`src/rtl/sipo_deser.sv`:
```
// sipo_deser: MSB-first serial-in/parallel-out deserializer with a
// valid/ready output holding register and sticky overrun detection.
// Optional even-parity bit per word when SIPO_DESER_PARITY_EN is defined.
module sipo_deser #(
  parameter int unsigned WIDTH = 8
) (
  input  logic             clk,
  input  logic             rst,
  input  logic             sin,
  input  logic             sin_en,
  output logic [WIDTH-1:0] pout,
  output logic             pout_valid,
  input  logic             pout_ready,
  output logic             overrun,
  output logic             par_err
);

  localparam int unsigned CNT_W = $clog2(WIDTH + 1);

  logic [WIDTH-1:0] r_sreg;
  logic [CNT_W-1:0] r_cnt;
  logic [WIDTH-1:0] r_pout;
  logic             r_pout_valid;
  logic             r_overrun;

  logic [WIDTH-1:0] w_sreg_nxt;
  logic [CNT_W-1:0] w_cnt_nxt;
  logic             w_complete;
  logic [WIDTH-1:0] w_word;

`ifdef SIPO_DESER_PARITY_EN
  typedef enum logic {SHIFT = 1'b0, PAR = 1'b1} state_t;

  state_t r_state;
  state_t w_state_nxt;
  logic   r_par_err;
  logic   w_par_err;

  // FSM state register
  always_ff @(posedge clk or negedge rst) begin
    if (!rst) r_state <= SHIFT;
    else      r_state <= w_state_nxt;
  end

  // Next-state, shift/count update and word completion with parity bit
  always_comb begin
    w_sreg_nxt  = r_sreg;
    w_cnt_nxt   = r_cnt;
    w_state_nxt = r_state;
    w_complete  = 1'b0;
    w_word      = r_sreg;
    w_par_err   = 1'b0;
    if (sin_en) begin
      if (r_state == PAR) begin
        w_complete  = 1'b1;
        w_par_err   = ^{r_sreg, sin};
        w_state_nxt = SHIFT;
      end else begin
        w_sreg_nxt = {r_sreg[WIDTH-2:0], sin};
        if (r_cnt == CNT_W'(WIDTH - 1)) begin
          w_cnt_nxt   = '0;
          w_state_nxt = PAR;
        end else begin
          w_cnt_nxt = r_cnt + CNT_W'(1);
        end
      end
    end
  end

  // Parity flag travels with the word through the holding register
  always_ff @(posedge clk or negedge rst) begin
    if (!rst) begin
      r_par_err <= 1'b0;
    end else if (w_complete && (!r_pout_valid || pout_ready)) begin
      r_par_err <= w_par_err;
    end
  end

  assign par_err = r_par_err;
`else
  // Shift/count update; the word completes on the WIDTH-th strobe
  always_comb begin
    w_sreg_nxt = r_sreg;
    w_cnt_nxt  = r_cnt;
    w_complete = 1'b0;
    w_word     = r_sreg;
    if (sin_en) begin
      w_sreg_nxt = {r_sreg[WIDTH-2:0], sin};
      if (r_cnt == CNT_W'(WIDTH - 1)) begin
        w_cnt_nxt  = '0;
        w_complete = 1'b1;
        w_word     = w_sreg_nxt;
      end else begin
        w_cnt_nxt = r_cnt + CNT_W'(1);
      end
    end
  end

  assign par_err = 1'b0;
`endif

  // Shift register and bit counter
  always_ff @(posedge clk or negedge rst) begin
    if (!rst) begin
      r_sreg <= '0;
      r_cnt  <= '0;
    end else begin
      r_sreg <= w_sreg_nxt;
      r_cnt  <= w_cnt_nxt;
    end
  end

  // Output holding register: accept, consume, or drop with sticky overrun
  always_ff @(posedge clk or negedge rst) begin
    if (!rst) begin
      r_pout       <= '0;
      r_pout_valid <= 1'b0;
      r_overrun    <= 1'b0;
    end else if (w_complete) begin
      if (!r_pout_valid || pout_ready) begin
        r_pout       <= w_word;
        r_pout_valid <= 1'b1;
      end else begin
        r_overrun    <= 1'b1;
      end
    end else if (r_pout_valid && pout_ready) begin
      r_pout_valid <= 1'b0;
    end
  end

  assign pout       = r_pout;
  assign pout_valid = r_pout_valid;
  assign overrun    = r_overrun;

endmodule

```
`config.mk`:
```
export PLATFORM = sky130hd
export DESIGN_NAME = sipo_deser
export DESIGN_NICKNAME = d
export VERILOG_FILES = /design/src/rtl/sipo_deser.sv
export SDC_FILE = /design/constraint.sdc
export NUM_CORES = 1
export LEC_CHECK = 0
export CAP_MARGIN = 20
export CORE_MARGIN = 2
export CORE_UTILIZATION = 43
export DETAILED_ROUTE_END_ITERATION = 8
export PLACE_DENSITY = 0.81
export SLEW_MARGIN = 25
export SYNTH_ARGS = -nofsm -noshare
export SYNTH_HDL_FRONTEND = slang
export SYNTH_SLANG_ARGS = --single-unit
```
`constraint.sdc`:
```
create_clock -name clk -period 1.45 [get_ports clk]
set_clock_uncertainty 0.15 [all_clocks]
set_input_delay 0.29 -clock clk [delete_from_list [all_inputs] [get_ports clk]]
set_output_delay 0.29 -clock clk [all_outputs]
set_load 0.02 [all_outputs]
```
==> impl_metrics.toml, run 1 <==
[status]
status = "complete, but fails checks"
violations = "setup timing"

[cells_and_area]
seqCellArea_um2 = 526
final_cell_mix = "dfrtp_1 (21), buf_4 (9), mux2_2 (8), mux2_4 (8), clkbuf_2 (8)"
n_fill_cell = 157
diodes = 0
multi_input_area_um2 = 308
instances_no_fill = 104
syn_to_final_growth_pct = 30.3
nets = 86
final_common_cell = "dfrtp_1"
layout-drive-gt1-share_pct = 48.1

[timing]
min_period_ps = 1580
finalSetupViolations = 8
finalHoldViolCount = 0
max_freq_mhz = 635
rsz0062_at_grt = "yes"
timing.final.crit_share_pct = 109
setup_tns_ps = -964
worst_slack_ps = -125
hold-worst-slack_ps = 176
maxSlewViolCount = 0

[setup_path]
crit_type = "flop to flop"
worstPathMaxFanout = 8
crit_slowest_cell = "dfrtp_1"
slowest_delay_ps = 370
required_ps = 1480
cp_top_family = "flip-flops"
worstSetupEndpointType = "flop"
critPathLaunchType = "flop"
cp.buffers_inverters = 1
critPathArrivalTime_ps = 1610
path_cells = "ha_2 > nand4b_1 > nor2b_1 > buf_6 > mux2_4"

[global_routing]
gr-usage-met1_pct = 18.7
grt_overflow_total = 0
top_usage_layer = "met1"
use_met3_pct = 2.26
grt_max_degree = 22
grt_pass1_wl_mm = 1.92
grt.total_usage_pct = 12.3
grt_pass1_vias = 452
grtUsageMet2_pct = 16.5
grt_antenna_before_repair = 0

[clocking]
cts_buffer_depth = 2
cts-root-buf = "clkbuf_4"
ctsHoldBuffers = 0
cts_tree = "done"
clk_pin_slew_ps = 110
htreeDepth = 1
cts.sinks = 21
numCtsBuffers = 3
clk_latency_ps = 290

[floorplanning]
initial_core_util_pct = 46.5
io_pins = 16
die_w_um = 47.7
die_area_um2 = 2270
rows = 15
die_h_um = 47.7
fp.coreArea_um2 = 1760

[synth]
seq_area_frac_synth_pct = 64.0
yosysWarnings = 0
syn_avg_cell_area_um2 = 15.2
ys_seq_elements = 21
synth.cell_area_um2 = 821
yosysUniqueCellTypes = 18
syn_nets = 60
syn-instance-count = 54

[placement]
dp_cells = 99
dpl.hpwl_um = 879
gp_congestion = 0.688
place.port_buffers = 14

[drt]
drtAntennaViolNets = 0
drcViolationCount = 0
viasPerCell = 4.63
first_pass_iters = 2
via_count = 481
routedWlPerCell_um = 12.0
drt_iter0_drc = 3
wl_mm = 1.25

[power_and_ir_drop]
internal-power_mw = 1.42
ir_drop_uv = 1060
p_leak_nw = 0.510
seqPwrFrac_pct = 45.1
clock_power_share_pct = 12.7
p_sw_share_pct = 31.9
p_comb_share_pct = 42.1
power_density_nw_per_um2 = 1950
netSwitchingPower_mw = 0.663

[hold_path]
hp-class = "primary input to asynchronous set/reset pin"

[run]
maxCapViolCount = 0
[worst register-to-register path: stages, from the launching register on]
cell	delay, ps
dfrtp_1	370
ha_2	180
nand4b_1	110
nor2b_1	160
buf_6	180
mux2_4	310
[Yosys cell counts]
cell type  count  share of area, %
nand2_1        2              0.91
dfrtp_1       21                64
mux2_2         8                11
nand2b_1       1              0.76
xor2_1         1               1.1
nand4_1        1              0.76
nor2b_1        1              0.76
ha_1           1               1.5
xnor2_1        1               1.1
and2_1         1              0.76
buf_4          2               1.8
buf_2          1              0.61
nor3_1         1              0.61
mux2_1         8                11
conb_1         1              0.46
nand4b_1       1               1.1
o21bai_1       1              0.91
a21o_1         1              0.91
[logic make-up after synthesis]
family,Yosys count,share of synthesized area [%]
flip-flops,21,64.0
multiplexers,16,22.0
AND/OR/NAND/NOR,8,5.64
buffers and inverters,3,2.44
AO/OA/AOI/OAI,2,1.83
XOR/XNOR,2,2.13
adder cells (fa/ha/maj),1,1.52
other,1,0.457
[path summary, 6_finish.rpt]
kind	startpoint	slack, ps	cells past startpoint	end
worst max-delay path	r_cnt[1]	-130	5	pout[3]
worst min-delay path	rst	180	2	pout[6]
worst max register to register	r_cnt[1]	-130	5	pout[3]
worst min register to register	overrun	350	1	overrun
max in group asynchronous	rst	770	2	r_sreg[4]
min in group clk	overrun	350	1	overrun
[per-stage QoR]
step	worst slack [ps]	power [mW]	util (%)	area, µm²
floorplan	-102	1.36	-	821
global placement	-361	1.77	58.9	1040
detailed placement	-395	1.80	58.9	1040
CTS	-156	1.99	60.1	1060
global route	-224	2.22	60.6	1070
finish	-125	2.08	60.6	1070
[layout make-up]
class	instances	area share, %
sequential	21	49.1
multi-input combinational	30	28.8
timing repair buffer	24	16.7
tap	25	2.92
clock buffer	4	2.46
[power by group through the flow]
stage	sequential, mW	combinational, mW	clock, mW
2_1_floorplan	1.08	0.273	0
3_3_place_gp	0.933	0.840	0
3_5_place_dp	0.941	0.858	0
4_1_cts	0.929	0.791	0.275
5_1_grt	0.966	0.950	0.300
6_report	0.940	0.877	0.265
[sequential cells by signal (all words and copies together) (netlist names)]
signal      cells
pout            8
r_sreg          7
r_cnt           4
overrun         1
pout_valid      1
[per-layer routing]
layer	vias to the layer above	wire length, µm
met3	2	66
met4	0	6
met2	12	571
met1	232	607
met5	-	0
li1	235	-
[timing repair]
| item | in CTS | in global routing |
|---|---|---|
| resized for setup | 16 | 22 |
| pin swaps | 0 | 1 |
| buffers inserted | 0 | 1 |
| setup endpoints to repair | 18 | 18 |
No activity file was read; power rests on OpenSTA's default activity.
==> run 2, diff against run 1 <==
- CORE_MARGIN: 2 -> 3
==> impl_metrics.toml, run 2 (synthesis results as in run 1) <==
[clocking]
cts-root-buf = "clkbuf_4"
ctsHoldBuffers = 0
postCtsSetupBuffers = 0
cts_tree = "done"
cts_buffer_depth = 2
numCtsBuffers = 3
clk_latency_ps = 290
clk_pin_slew_ps = 100
cts.sinks = 21
htreeDepth = 1

[cells_and_area]
nets = 85
largest_reg_flops = 8
final_area_um2 = 1080
final_common_cell = "dfrtp_1"
final_cell_mix = "dfrtp_1 (21), mux2_2 (8), mux2_4 (8), buf_4 (8)"
layout-drive-gt1-share_pct = 43.6
syn_to_final_growth_pct = 31.2
diodes = 0
final_core_util_pct = 61.1

[placement]
dpl.hpwl_um = 918
place.port_buffers = 14
post-place-ws_ps = -390
placed_cell_area_um2 = 1040
gp_congestion = 0.698

[global_routing]
grt_overflow_total = 0
grt_pass1_wl_mm = 2.24
grt_max_degree = 22
grt_antenna_before_repair = 0
grt_pass1_vias = 519
grt.total_usage_pct = 11.7

[floorplanning]
die_area_um2 = 2470
initial_core_util_pct = 46.5
die_h_um = 49.7
rows = 15
fp.coreArea_um2 = 1760
io_pins = 16
die_w_um = 49.7

[status]
violations = "setup timing"
status = "complete, but fails checks"

[setup_path]
cp_top_family = "flip-flops"
worstSetupEndpointType = "flop"
crit_slowest_cell = "dfrtp_1"
worstPathMaxFanout = 8
critPathArrivalTime_ps = 1580
cp.buffers_inverters = 1
path_cells = "ha_2 > nand4b_1 > nor2b_1 > buf_6 > mux2_4"
required_ps = 1480
critPathLaunchType = "flop"
crit_type = "flop to flop"
slowest_delay_ps = 370

[hold_path]
hp-class = "primary input to asynchronous set/reset pin"

[timing]
maxSlewViolCount = 0
worst_slack_ps = -97.3
timing.final.crit_share_pct = 107
setup_tns_ps = -715
rsz0062_at_grt = "yes"
finalHoldViolCount = 0
max_freq_mhz = 646
finalSetupViolations = 8
min_period_ps = 1550

[drt]
via_count = 482
drt_iter0_drc = 1
wl_mm = 1.27
drtAntennaViolNets = 0
routedWlPerCell_um = 12.3
first_pass_iters = 4
viasPerCell = 4.68
drcViolationCount = 0

[power_and_ir_drop]
ir_drop_uv = 915
power_density_nw_per_um2 = 1920
p_leak_nw = 0.506

[run]
maxCapViolCount = 0
## run 2: routing by layer
layer  part of all wire, %  vias to the layer above  GRT usage (%)
li1                      -                      235              -
met1                    46                      229           14.8
met2                    47                       16           19.4
met3                   6.3                        2           3.63
met4                  0.71                        0           2.76
met5                     0                        -              0
## run 2: layout make-up
cell class	count	area, µm²
timing repair buffer	23	186
multi-input combinational	30	308
fill	153	687
tap	25	31.3
clock buffer	4	26.3
sequential	21	526
## run 2: final timing paths
path | startpoint | to | slack (ps) | cells past startpoint
setup / recovery | r_cnt[1] | pout[0] | -100 | 5
hold / removal | rst | r_cnt[2] | 180 | 2
hold reg to reg | overrun | overrun | 340 | 1
max in group asynchronous | rst | r_sreg[2] | 760 | 2
setup reg to reg | r_cnt[1] | pout[0] | -100 | 5
min in group clk | overrun | overrun | 340 | 1
## run 2: metrics by stage
stage | power, mW | hold WS, ps | instances
after CTS | 1.97 | 177 | 103
after floorplan | 1.36 | -156 | 54
after detailed placement | 1.80 | 323 | 99
after global routing | 2.21 | 199 | 103
after global placement | 1.77 | 311 | 99
final | 2.07 | 180 | 103
## run 2: power by group
group / switching (mW) / internal [mW]
sequential: 0.126 / 0.811
combinational: 0.370 / 0.502
clock: 0.154 / 0.107
total: 0.649 / 1.42
## run 2: timing repair
action                                  CTS  global route
endpoints found under the setup margin   18            18
pin swaps                                 0             1
resized for setup                        11            24
==> run 3, diff against run 2 <==
- CORE_MARGIN: 3 -> 1.5
- CORE_UTILIZATION: 43 -> 46
- CTS_BUF_LIST: not set -> sky130_fd_sc_hd__clkbuf_2 sky130_fd_sc_hd__clkbuf_4 sky130_fd_sc_hd__clkbuf_8
- PLACE_DENSITY: 0.81 -> 0.85
- SLEW_MARGIN: 25 -> 20
==> impl_metrics.toml, run 3 (synthesis results as in run 1) <==
[drt]
viasPerCell = 4.76
routedWlPerCell_um = 13.6
wl_mm = 1.43
via_count = 500
drt_iter0_drc = 9
drtAntennaViolNets = 0
drcViolationCount = 0
first_pass_iters = 3

[timing]
worst_slack_ps = -162
finalHoldViolCount = 0
maxSlewViolCount = 0
rsz0062_at_grt = "yes"
max_freq_mhz = 620
min_period_ps = 1610
hold-worst-slack_ps = 201
timing.final.crit_share_pct = 111
finalSetupViolations = 8

[clocking]
cts_tree = "done"
clk_latency_ps = 290
htreeDepth = 1
cts-root-buf = "clkbuf_4"
cts.sinks = 21
clk_pin_slew_ps = 110
cts_buffer_depth = 2
numCtsBuffers = 3

[power_and_ir_drop]
finalPower_mw = 2.16
power_density_nw_per_um2 = 1970
ir_drop_uv = 1010
p_leak_nw = 0.523

[placement]
gp_congestion = 0.705
dp_cells = 99
place.port_buffers = 14
dpl.hpwl_um = 915

[floorplanning]
die_h_um = 45.2
die_w_um = 45.2
rows = 15
fp.coreArea_um2 = 1710
initial_core_util_pct = 48.1
die_area_um2 = 2050
io_pins = 16

[global_routing]
grt_pass1_vias = 472
grt_pass1_wl_mm = 2.27
grt.total_usage_pct = 16.3
grt_max_degree = 22
grt_overflow_total = 0
grt_antenna_before_repair = 0

[cells_and_area]
instances_no_fill = 105
final_common_cell = "dfrtp_1"
final_cell_mix = "dfrtp_1 (21), mux2_2 (8), mux2_4 (8), clkbuf_2 (8), buf_4 (8)"
largest_reg_flops = 8
syn_to_final_growth_pct = 33.4
diodes = 0
final_core_util_pct = 64.1
multi_input_area_um2 = 313
nets = 87
seqCellArea_um2 = 526
n_fill_cell = 130
layout-drive-gt1-share_pct = 52.5

[setup_path]
crit_type = "flop to flop"
crit_slowest_cell = "dfrtp_1"
cp.buffers_inverters = 1
cp_top_family = "flip-flops"
slowest_delay_ps = 390
required_ps = 1480
worstSetupEndpointType = "flop"
critPathLaunchType = "flop"
worstPathMaxFanout = 8
critPathArrivalTime_ps = 1640
path_cells = "ha_2 > nand4b_1 > nor2b_1 > buf_6 > mux2_4"

[status]
status = "complete, but fails checks"
violations = "setup timing"

[hold_path]
hp-class = "primary input to asynchronous set/reset pin"

[run]
maxCapViolCount = 0
-- run 3: changes by cell type in the layout (fill, tap and decap cells not counted), sizes merged --
cell / change
clkdlybuf4s15: -3
clkbuf: +3
buf: +2
-- run 3: repair_timing --
action / CTS / global route
setup endpoints to repair: 18 / 17
hold buffers: 0 / 0
cloned: 0 / 0
gates resized for setup: 20 / 22
setup buffers: 1 / 1
pin swaps: 1 / 2
-- run 3: layout make-up --
| type | instances | area share, % |
|---|---|---|
| Sequential cell | 21 | 48.0 |
| Multi-Input combinational cell | 30 | 28.6 |
| Timing Repair Buffer | 25 | 17.8 |
| Tap cell | 25 | 2.86 |
| Clock buffer | 4 | 2.74 |
-- run 3: path summary, 6_finish.rpt --
check / depth (start not counted) / start / slack (ps) / to
setup reg to reg: 5 / r_cnt[0] / -160 / pout[4]
min in group clk: 1 / overrun / 360 / overrun
max in group asynchronous: 2 / rst / 740 / r_sreg[3]
hold / removal: 2 / rst / 200 / pout[7]
setup / recovery: 5 / r_cnt[0] / -160 / pout[4]
hold reg to reg: 1 / overrun / 360 / overrun
-- run 3: worst reg2reg max path, stage by stage, from the launching register on --
cell	delay, ps
dfrtp_1	390
ha_2	190
nand4b_1	120
nor2b_1	160
buf_6	180
mux2_4	320
-- run 3: through the flow --
step / worst slack (ps) / TNS [ps] / area (µm²)
2_1_floorplan: -102 / -819 / 821
3_3_place_gp: -360 / -3930 / 1040
3_5_place_dp: -399 / -4270 / 1040
4_1_cts: -149 / -1140 / 1080
5_1_grt: -252 / -1960 / 1090
6_report: -162 / -1190 / 1090
-- run 3: routing by layer --
| metal | vias to the layer above | track usage, % | part of all wire [%] |
|---|---|---|---|
| li1 | 235 | - | - |
| met1 | 250 | 20.3 | 45 |
| met2 | 13 | 26.6 | 51 |
| met5 | - | 0 | 0 |
| met3 | 2 | 4.40 | 3.1 |
| met4 | 0 | 7.06 | 0.84 |
-- run 3: power breakdown --
group	leakage, nW	switching (mW)	internal (mW)
logic	0.248	0.400	0.532
clock network	0.0184	0.159	0.126
registers	0.256	0.133	0.811
total	0.523	0.692	1.47
